## config.mk

```make
export PLATFORM = sky130hd
export DESIGN_NAME = dfe_out_buffer
export DESIGN_NICKNAME = d
export VERILOG_FILES = /design/src/rtl/dfe_buf_pkg.sv /design/src/rtl/dfe_fifo_ram.sv /design/src/rtl/dfe_out_buffer.sv
export SDC_FILE = /design/constraint.sdc
export NUM_CORES = 1
export LEC_CHECK = 0
export CAP_MARGIN = 20
export CORE_UTILIZATION = 51
export CTS_BUF_LIST = sky130_fd_sc_hd__clkbuf_8
export DETAILED_ROUTE_END_ITERATION = 10
export GPL_TIMING_DRIVEN = 0
export PLACE_DENSITY = 0.78
export SETUP_SLACK_MARGIN = 0.5
export SLEW_MARGIN = 25
export SYNTH_ARGS = -nofsm -noshare
export SYNTH_HDL_FRONTEND = slang
export SYNTH_HIERARCHICAL = 1
export SYNTH_SLANG_ARGS = --single-unit
export TNS_END_PERCENT = 10
```

## constraint.sdc

```tcl
create_clock -name clk -period 2.9 [get_ports clk]
set_input_delay 0.29 -clock clk [delete_from_list [all_inputs] [get_ports clk]]
set_output_delay 0.29 -clock clk [all_outputs]
set_load 0.02 [all_outputs]
```

## src/rtl/dfe_buf_pkg.sv

```systemverilog
// Shared types and helpers for the DFE output buffer.
// One FIFO entry is a decimated sample plus its overflow/underflow tags.
package dfe_buf_pkg;

  localparam int DATA_WIDTH = 16;

  typedef struct packed {
    logic signed [DATA_WIDTH-1:0] data;
    logic                         ovf;
    logic                         unf;
  } buf_entry_t;

  // Ceiling log2; returns at least 1 so that pointer vectors are never zero-width.
  function automatic int clog2(input int n);
    int r;
    r = 0;
    while ((1 << r) < n) r++;
    if (r < 1) r = 1;
    return r;
  endfunction

endpackage

```

## src/rtl/dfe_fifo_ram.sv

```systemverilog
// DEPTH x buf_entry_t register file.
// It has one synchronous write port and one asynchronous read port. The storage is not reset.
module dfe_fifo_ram
  import dfe_buf_pkg::*;
#(
  parameter int DEPTH = 16,
  parameter int AW    = clog2(DEPTH)
) (
  input  logic          clk,
  input  logic          we,
  input  logic [AW-1:0] waddr,
  input  buf_entry_t    wdata,
  input  logic [AW-1:0] raddr,
  output buf_entry_t    rdata
);

  buf_entry_t mem [DEPTH];

  always_ff @(posedge clk) begin
    if (we) begin
      mem[waddr] <= wdata;
    end
  end

  assign rdata = mem[raddr];

endmodule

```

## src/rtl/dfe_out_buffer.sv

```systemverilog
// Elastic show-ahead output buffer between the DFE core and its stream consumer.
// It absorbs consumer back-pressure, counts samples dropped on full and reports the fill level.
module dfe_out_buffer
  import dfe_buf_pkg::*;
#(
  parameter int DATA_WIDTH = dfe_buf_pkg::DATA_WIDTH,
  parameter int DEPTH      = 16,
  parameter int AFULL_TH   = 12,
  parameter int CNT_WIDTH  = 8
) (
  input  logic                      clk,
  input  logic                      rst_n,
  input  logic                      valid_in,
  input  logic [DATA_WIDTH-1:0]     data_in,
  input  logic                      ovf_in,
  input  logic                      unf_in,
  input  logic                      flush,
  input  logic                      clr_stats,
  output logic                      m_valid,
  input  logic                      m_ready,
  output logic [DATA_WIDTH-1:0]     m_data,
  output logic                      m_ovf,
  output logic                      m_unf,
  output logic [clog2(DEPTH):0]     level,
  output logic                      full,
  output logic                      almost_full,
  output logic [CNT_WIDTH-1:0]      drop_cnt,
  output logic                      drop_sticky
);

  localparam int PW = clog2(DEPTH);
  localparam int LW = PW + 1;

  logic [PW-1:0] wr_ptr;
  logic [PW-1:0] rd_ptr;
  logic          pop;
  logic          push;
  logic          drop;
  logic          not_empty;
  buf_entry_t    wr_entry;
  buf_entry_t    head;

  // Stream handshake: a sample transfers in every cycle where m_valid && m_ready.
  // m_valid is decoded from the registered level only, so it never depends on valid_in or m_ready.
  // Once m_valid is raised, it and the head entry hold until that transfer happens or a flush occurs.
  assign not_empty = (level != '0);
  assign m_valid   = not_empty;
  assign pop       = not_empty && m_ready;

  // A full FIFO still accepts a write when a pop frees an entry in the same cycle.
  assign push = valid_in && !flush && (!full || pop);
  assign drop = valid_in && !flush && full && !pop;

  assign full        = (level == LW'(DEPTH));
  assign almost_full = (level >= LW'(AFULL_TH));

  always_comb begin
    wr_entry      = '0;
    wr_entry.data = data_in;
    wr_entry.ovf  = ovf_in;
    wr_entry.unf  = unf_in;
  end

  dfe_fifo_ram #(
    .DEPTH (DEPTH),
    .AW    (PW)
  ) u_ram (
    .clk   (clk),
    .we    (push),
    .waddr (wr_ptr),
    .wdata (wr_entry),
    .raddr (rd_ptr),
    .rdata (head)
  );

  // The RAM is not reset, so the head fields are masked while the FIFO is empty.
  always_comb begin
    m_data = '0;
    m_ovf  = 1'b0;
    m_unf  = 1'b0;
    if (not_empty) begin
      m_data = head.data;
      m_ovf  = head.ovf;
      m_unf  = head.unf;
    end
  end

  always_ff @(posedge clk or negedge rst_n) begin
    if (!rst_n) begin
      wr_ptr <= '0;
      rd_ptr <= '0;
      level  <= '0;
    end else if (flush) begin
      wr_ptr <= '0;
      rd_ptr <= '0;
      level  <= '0;
    end else begin
      if (push) begin
        wr_ptr <= wr_ptr + PW'(1);
      end
      if (pop) begin
        rd_ptr <= rd_ptr + PW'(1);
      end
      case ({push, pop})
        2'b10:   level <= level + LW'(1);
        2'b01:   level <= level - LW'(1);
        default: level <= level;
      endcase
    end
  end

  // A drop in the same cycle as clr_stats is counted after the clear.
  always_ff @(posedge clk or negedge rst_n) begin
    if (!rst_n) begin
      drop_cnt    <= '0;
      drop_sticky <= 1'b0;
    end else if (clr_stats) begin
      drop_cnt    <= drop ? CNT_WIDTH'(1) : '0;
      drop_sticky <= drop;
    end else if (drop) begin
      if (drop_cnt != '1) begin
        drop_cnt <= drop_cnt + CNT_WIDTH'(1);
      end
      drop_sticky <= 1'b1;
    end
  end

endmodule

```

==> metrics.txt, run 1 <==
library cells used by synthesis 43; fill count 1514; dominant synthesized flop cell edfxtp_1; Initial Util 0.5236; Hold Crit Class in2reg; Worst R2R Path Depth 10; register area share after synthesis 0.7440; VDD IR max 0.4284 mV; via count 6622; critical path class reg2out; CTS Sinks 310; fin. max-slew vios 0; clock slew at the register clock pins of the worst setup and hold paths 60 ps; first-pass GRT wire length 40280 um; Relative slew margins 0.4561; clk root buf clkbuf_8; critical path, cell by cell buf_12, buf_12, buf_6, mux4_2, a22oi_2, nand2_1, and2_4, buf_6; commonest non-fill, non-tap cell in the layout edfxtp_1; pin count of the biggest net entering global routing 23; Synth async-reset ratio 0.07097; RSZ-0062 raised after global routing true; CP max FO 6; CTS tree yes; CP arrival 2450 ps; P&R area growth vs syn 21.84%; Antenna Nets Post-Route 0; total area of sequential cells 0.009206 mm^2; Setup crit end kind output pin; drt total wl 27720 um; Synth Cell Area 0.01236 mm^2; status completed; die width 157.7 um; Placer Congestion 0.7524; crit-path max cell delay 520 ps; detailed-route DRC error count 0; most frequent cells in the layout 288 x edfxtp_1, 66 x mux4_2, 54 x clkbuf_8; PwrDens 835.9 mW/mm^2; io pins 59; first-iteration detailed-routing DRC count 645; Setup Skew 26.37 ps; overall track demand over capacity in global routing 0.2281; setup_tns 0 ps; Core ar. 0.02361 mm^2; CP required 2610 ps; vias in the first global route 6886; nets@finish 783; FMAX 364.8 MHz; max cap viols 0; CP max stage cell mux4_2; 1st-pass router iterations 5; LEAKAGE 4.943 nW; Via density 5.966; syn_nets 649; FF+latch count, synth 310; PortBufs 56; WL/cell 24.97 um; Hold Path Depth 2; Ant. Diodes 0; endpoints failing hold 0; hold_ws 137.1 ps; syn_area_per_cell 19.94 um^2; fin crit share 0.9453; synthesized instance count 620; total gr overflow 0; Skew-Pair Late Insertion Delay 560 ps; number of flops mapped to enable cells by yosys 288; critical path startpoint category flop; die height 157.7 um; YS warnings 6; footprint of the multi-input gates 0.003258 mm^2; Std-Cell Rows 56; initial antenna violation count 0; hpwl dp 15960 um; Max Buffers Root-to-Sink 3; die area 0.02487 mm^2; Worst Tran Pin Value 813.9 ps; number of CTS-inserted buffers 46; fin crit period 2741 ps; share of cells above drive strength 1 0.3578; Final setup viols 0; H-tree depth 2
[sequential cells by signal, indices dropped and copies added (netlist names)]
register     count
u_ram/mem      288
drop_cnt         8
level            5
rd_ptr           4
wr_ptr           4
drop_sticky      1
[layout make-up]
class,count,share of cell area
timing repair buffer,86,0.06321
tap,319,0.02650
clock buffer,51,0.04659
sequential,310,0.6111
buffer,30,0.02359
clock inverter,34,0.01171
multi-input combinational,276,0.2163
inverter,4,0.0009967
[power breakdown]
part,switching [mW],internal [mW]
Sequential,0.104,4.99
Clock,1.61,1.72
Combinational,1.91,2.26
[worst paths after layout]
check | from | end | slack (ps)
max reg2reg | level[1] | level[4] | 220
max in group asynchronous | rst_n | level[0] | 2280
min reg2reg | drop_sticky | drop_sticky | 550
max | rd_ptr[0] | m_data[6] | 160
min | clr_stats | drop_cnt[3] | 140
min in group asynchronous | rst_n | drop_cnt[2] | 240
[synth_stat cells (2+ instances only)]
cell type	count	area (um^2)
a21oi_1	6	30.03
a22oi_1	36	270.3
a31oi_1	2	12.51
and2_1	20	125.1
buf_1	6	22.52
buf_2	3	15.01
buf_4	4	30.03
buf_6	6	67.56
clkbuf_1	10	37.54
dfrtp_1	22	550.5
edfxtp_1	288	8648
ha_1	5	62.56
inv_1	4	15.01
mux2i_1	4	40.04
mux4_1	22	578.1
mux4_2	50	1126
nand2_1	35	131.4
nand2b_1	5	31.28
nand3_1	11	55.05
nand3b_1	2	15.01
nand4_1	2	12.51
nor2_1	27	101.4
nor2b_1	3	18.77
nor3_1	7	35.03
nor4_1	2	12.51
o211ai_1	2	15.01
o21ai_0	7	35.03
or3_1	2	12.51
xnor2_1	9	78.83
xor2_1	5	43.79
[routing by layer]
metal / vias to the layer above / GRT usage / part of all wire
met5: - / 0 / 0
met4: 0 / 0.08183 / 0.026
met3: 54 / 0.04736 / 0.076
met2: 307 / 0.3914 / 0.52
met1: 3447 / 0.2883 / 0.38
li1: 2814 / - / -
[metrics by stage]
step           utilization  cells  worst slack [ps]  area, um^2  power, mW
2_1_floorplan            -    620             264.9       12420      7.260
3_3_place_gp        0.5666    995            -691.0       13380      8.277
3_5_place_dp        0.5738    999            -481.0       13550      8.379
4_1_cts             0.6284   1097             78.10       14840      12.27
5_1_grt             0.6380   1110             86.51       15060      13.08
6_report            0.6380   1110             158.5       15060      12.59
[cells by family after synthesis]
kind of cell             after synthesis  share of synthesized area
flip-flops                           310                     0.7440
AND/OR/NAND/NOR                      124                    0.05131
adder cells (fa/ha/maj)                5                   0.005060
XOR/XNOR                              14                   0.009917
AO/OA/AOI/OAI                         57                    0.03309
multiplexers                          76                     0.1411
buffers and inverters                 34                    0.01558
[what timing repair did]
action	in CTS	in global routing
setup endpoints to repair	292	279
buffers inserted	13	9
pin swaps	27	31
gates cloned	0	3
endpoints found under the hold margin	0	22
gates resized for setup	186	43
hold buffers	0	1
[worst max-delay path: cells and delay by family (launching register included)]
family / cells / cell delay (ps)
compound gates: 1 / 210
buf+inv: 4 / 520
flops: 1 / 430
mux: 1 / 520
simple gates: 2 / 210
No activity file was read; power rests on OpenSTA's default activity.
==> inputs of run 2 (changes only) <==
- CORE_ASPECT_RATIO: not set -> 1.75
- CTS_CLUSTER_DIAMETER: not set -> 50
==> run 2 against run 1 <==
Net effect:
- routed wire length increased by 7.3%
- register-to-register slack got worse by 50 ps
- sequential share of layout area decreased by 0.82 points
- die area about the same
- power increased by 0.75%
- clock skew decreased by 3.8 ps
- hold slack got worse by 8.5 ps
- cell count decreased by 0.18%
==> metrics.txt, run 2 (synthesis results as in run 1) <==
Reg with most FFs u_ram/mem; Hold Path Depth 2; CP required 2610 ps; Max Buffers Root-to-Sink 3; cell mode on critical path buf_12; Core ar. 0.02393 mm^2; first-pass GRT wire length 43640 um; RSZ-0062 raised after global routing true; status completed; Placed Cells 995; Worst Tran Pin Value 800.0 ps; Setup crit end kind output pin; Reg2Reg Capture Point level[4]; share of cells above drive strength 1 0.3675; die width 119.7 um; Initial Util 0.5167; PwrDens 830.9 mW/mm^2; CP arrival 2590 ps; R2R setup slack 170 ps; commonest non-fill, non-tap cell in the layout edfxtp_1; CP max FO 6; clk root buf clkbuf_8; number of CTS-inserted buffers 40; max reg flops 288; via count 6791; total gr overflow 0; initial antenna violation count 0; overall track demand over capacity in global routing 0.2449; Hold Crit Class in2reg; CTS Sinks 310; critical path startpoint category flop; Setup Skew 22.59 ps; WL/cell 26.84 um; fin crit period 2884 ps; setup_tns 0 ps; final non-filler cell total 1108; critical path class reg2out; max cap viols 0; Buf+Inv Stages, Crit Path 6; H-tree depth 2; vias in the first global route 7232; first-iteration detailed-routing DRC count 727; VDD IR max 0.5120 mV; Placer Congestion 0.8266; die area 0.02489 mm^2; fin. max-slew vios 0; Std-Cell Rows 75; most frequent cells in the layout 288 x edfxtp_1, 62 x mux4_2, 43 x clkbuf_8; Relative slew margins 0.4654; endpoints failing hold 0; pin count of the biggest net entering global routing 23; critical path, cell by cell buf_12, buf_16, buf_12, buf_12, buf_6, mux4_2, a22oi_2, nand2_1, and2_4, buf_6; die height 208.0 um; Worst R2R Path Depth 9; Crit path max-delay family buffers and inverters; drt total wl 29740 um; detailed-route DRC error count 0; PortBufs 56; Crit. path cell count 10; fin crit share 0.9946; R2R Path Start level[3]; Ant. Diodes 0; Hold Path Sink drop_cnt[3]; Largest regs u_ram/mem x288, drop_cnt x8, level x5; P&R area growth vs syn 23.49%; hold wc startpoint clr_stats; crit-path max cell delay 450 ps; io pins 59; clock slew at the register clock pins of the worst setup and hold paths 60 ps; LEAKAGE 5.039 nW; Via density 6.129; Final setup viols 0; nets@finish 799; fill count 1530; 1st-pass router iterations 5; CP max stage cell dfrtp_2; hpwl dp 18090 um; FMAX 346.7 MHz; Antenna Nets Post-Route 0; CTS tree yes; Skew-Pair Late Insertion Delay 550 ps
run 2: how the worst max path moves through the flow:
stage,start,to,slack [ps]
2_1_floorplan,level[1],level[4],260
3_3_place_gp,valid_in,u_ram/mem[6][14],-830
4_1_cts,rd_ptr[0],m_data[3],40
3_5_place_dp,rd_ptr[2],m_data[7],-280
5_1_grt,rd_ptr[0],m_data[3],-40
6_report,rd_ptr[0],m_data[3],20
run 2: per-stage QoR:
step                        util  cell area (um^2)  setup WS [ps]  power (mW)  hold WS (ps)
after floorplan                -             12420          264.9       7.260        -5.591
after global placement    0.5585             13360         -829.7       8.275         516.8
after detailed placement  0.5713             13670         -281.9       8.390         551.1
after CTS                 0.6256             14970          39.44       12.27         102.1
after global routing      0.6381             15270         -39.85       13.08         147.7
final                     0.6381             15270          15.77       12.69         128.6
run 2: repair_timing:
| item | 4_1_cts | 5_1_grt |
|---|---|---|
| endpoints found under the hold margin | 0 | 22 |
| gates cloned | 2 | 1 |
| setup endpoints to repair | 230 | 269 |
| resized for setup | 183 | 65 |
| pin swaps | 22 | 32 |
| buffers inserted | 20 | 17 |
| hold buffers | 0 | 1 |
run 2: worst reg2reg max path, delay by kind of cell (launching register included):
kind | cells | cell delay, ps
flip-flops | 1 | 490
AO/OA/AOI/OAI | 3 | 520
XOR/XNOR | 1 | 110
AND/OR/NAND/NOR | 3 | 1250
multiplexers | 1 | 100
adder cells (fa/ha/maj) | 1 | 190
run 2: metal layers:
| metal | global-route usage | vias up | share of wire |
|---|---|---|---|
| met1 | 0.2704 | 3493 | 0.33 |
| met2 | 0.4413 | 366 | 0.56 |
| li1 | - | 2840 | - |
| met4 | 0.1358 | 0 | 0.046 |
| met5 | 0 | - | 0 |
| met3 | 0.04221 | 92 | 0.066 |
run 2: area by class of cell:
cell class	instances	area [um^2]	area share
sequential	310	9206	0.6030
inverter	4	15.01	0.0009834
tap	308	385.4	0.02524
buffer	30	334.1	0.02188
clock buffer	42	578.1	0.03786
multi-input combinational	276	3307	0.2166
timing repair buffer	108	1235	0.08088
clock inverter	30	207.7	0.01360
run 2: power by group:
| group | internal (mW) | leakage, nW | switching, mW |
|---|---|---|---|
| Combinational | 2.40 | 1.71 | 2.02 |
| Sequential | 4.98 | 2.89 | 0.108 |
| Clock | 1.62 | 0.438 | 1.55 |
==> inputs of run 3 (changes only) <==
- RECOVER_POWER: not set -> 50
==> run 3 against run 2 <==
Net effect:
- cell area about the same
- register-to-register slack worse by 60 ps
- sequential share of layout area up 0.059 points
- core utilization down 0.063 points
- clock-buffer cell count unchanged
- hold slack worse by 0.93 ps
- clock power about the same
- clock skew up 1.4 ps
- sequential cell count unchanged
- routed wire length up 0.13%
- combinational power about the same
- first-iteration DRC count down 7.2%
- highest routed layer unchanged
==> metrics.txt, run 3 (synthesis results as in run 1) <==
status completed; Hold Crit Class in2reg; most frequent cells in the layout 288 x edfxtp_1, 62 x mux4_2, 43 x clkbuf_8; Std-Cell Rows 75; CP arrival 2600 ps; Worst Tran Pin Value 1199 ps; clock share of power 0.251; Setup crit end kind output pin; critical path startpoint category flop; total gr overflow 0; Setup Skew 24.02 ps; share of cells above drive strength 1 0.3625; Relative slew margins 0.2007; number of CTS-inserted buffers 40; LEAKAGE 5.046 nW; wire length on met3 1777 um; Antenna Nets Post-Route 0; Reg with most FFs u_ram/mem; H-tree depth 2; fin crit period 2887 ps; max reg flops 288; Largest regs u_ram/mem x288, drop_cnt x8, level x5; PwrDens 829.2 mW/mm^2; critical path, cell by cell buf_12, buf_16, buf_12, buf_12, buf_6, mux4_2, a22oi_2, nand2_1, and2_4, buf_6; Core ar. 0.02393 mm^2; commonest non-fill, non-tap cell in the layout edfxtp_1; Crit path max-delay family buffers and inverters; fin. max-slew vios 0; Final setup viols 0; Placed Cells 995; clk root buf clkbuf_8; 1st-pass router iterations 5; fill count 1535; nets@finish 799; endpoints failing hold 0; power share of the combinational group 0.347; PnR Total Power 12.65 mW; setup_tns 0 ps; fin crit share 0.9954; CTS tree yes; detailed-route DRC error count 0; footprint of the multi-input gates 0.003297 mm^2; final non-filler cell total 1108; initial antenna violation count 0; CP max FO 6; P&R area growth vs syn 23.37%; io pins 59; CTS Sinks 310; WL/cell 26.88 um; VDD IR max 0.5116 mV; drt total wl 29780 um; first-pass GRT wire length 43640 um; setup ws final 13.48 ps; top sig layer met4; die area 0.02489 mm^2; Ant. Diodes 0; total area of sequential cells 0.009206 mm^2; RSZ-0062 raised after global routing true; Max Buffers Root-to-Sink 3; critical path class reg2out; via count 6759; Initial Util 0.5167; max cap viols 0; hold_ws 127.7 ps; Switching Share 0.2907; crit-path max cell delay 450 ps; CP max stage cell dfrtp_2; die height 208.0 um; Skew-Pair Late Insertion Delay 550 ps; hpwl dp 18090 um; Internal 8.972 mW; cell mode on critical path buf_12; M1 WL 10100 um; Sw Pwr 3.677 mW; vias in the first global route 7232; R2R setup slack 110 ps; clock slew at the register clock pins of the worst setup and hold paths 60 ps; pin count of the biggest net entering global routing 23; Design Area, Final 0.01525 mm^2; Via density 6.100; overall track demand over capacity in global routing 0.2449; FMAX 346.4 MHz; Sequential Power Share 0.402; CP required 2610 ps; Buf+Inv Stages, Crit Path 6; metal2 WL 16500 um; placed cell areas 0.01367 mm^2; first-iteration detailed-routing DRC count 675; Finished Core Util 0.6374; PortBufs 56; Placer Congestion 0.8266; die width 119.7 um; Place WS -281.9 ps
==> run 3: cell count changes in the layout (fill, tap and decap cells not counted), sizes merged <==
cell,delta
buf,-4
clkbuf,+4
clkdlybuf4s50,-24
dlygate4sd3,+24
==> run 3: what timing repair did <==
action,in CTS,in global routing
gates resized for setup,183,65
pin swaps,22,32
hold buffers,0,1
cloned,2,1
endpoints found under the setup margin,230,269
buffers inserted,20,17
hold endpoints to repair,0,22
==> run 3: worst register-to-register path, stage by stage, from the launching register on <==
cell and delay (ps):
dfrtp_2 400, buf_6 130, or4_1 570, o211ai_4 250, xnor2_2 110, ha_2 190, or3_4 330, a21oi_2 140
mux2i_2 100, or3_4 340, a21oi_2 150
==> run 3: power groups by stage <==
| stage | Sequential (mW) | Combinational, mW | Clock [mW] |
|---|---|---|---|
| after global routing | 5.10 | 4.57 | 3.39 |
| after detailed placement | 5.17 | 3.22 | 0 |
| after global placement | 5.16 | 3.12 | 0 |
| final | 5.09 | 4.39 | 3.17 |
| after floorplan | 5.18 | 2.08 | 0 |
| after CTS | 5.08 | 3.97 | 3.22 |
==> run 3: worst paths after layout <==
| kind | from | end | depth (start not counted) |
|---|---|---|---|
| max in group asynchronous | rst_n | rd_ptr[0] | 2 |
| min in group asynchronous | rst_n | wr_ptr[1] | 2 |
| worst max register to register | level[1] | level[4] | 10 |
| worst min register to register | drop_sticky | drop_sticky | 2 |
| worst max-delay path | rd_ptr[0] | m_data[3] | 10 |
| worst min-delay path | clr_stats | drop_cnt[3] | 2 |
==> run 3: layout make-up <==
cell class | count | share of cell area
Buffer | 30 | 0.02190
Clock buffer | 42 | 0.03790
Clock inverter | 30 | 0.01362
Inverter | 4 | 0.0009843
Multi-Input combinational cell | 276 | 0.2161
Sequential cell | 310 | 0.6036
Tap cell | 308 | 0.02526
Timing Repair Buffer | 108 | 0.08063
==> run 3: routing by layer <==
| metal | GRT usage | vias to the layer above |
|---|---|---|
| met3 | 0.04221 | 93 |
| met4 | 0.1358 | 0 |
| met2 | 0.4413 | 314 |
| met1 | 0.2704 | 3514 |
| li1 | - | 2838 |
| met5 | 0 | - |
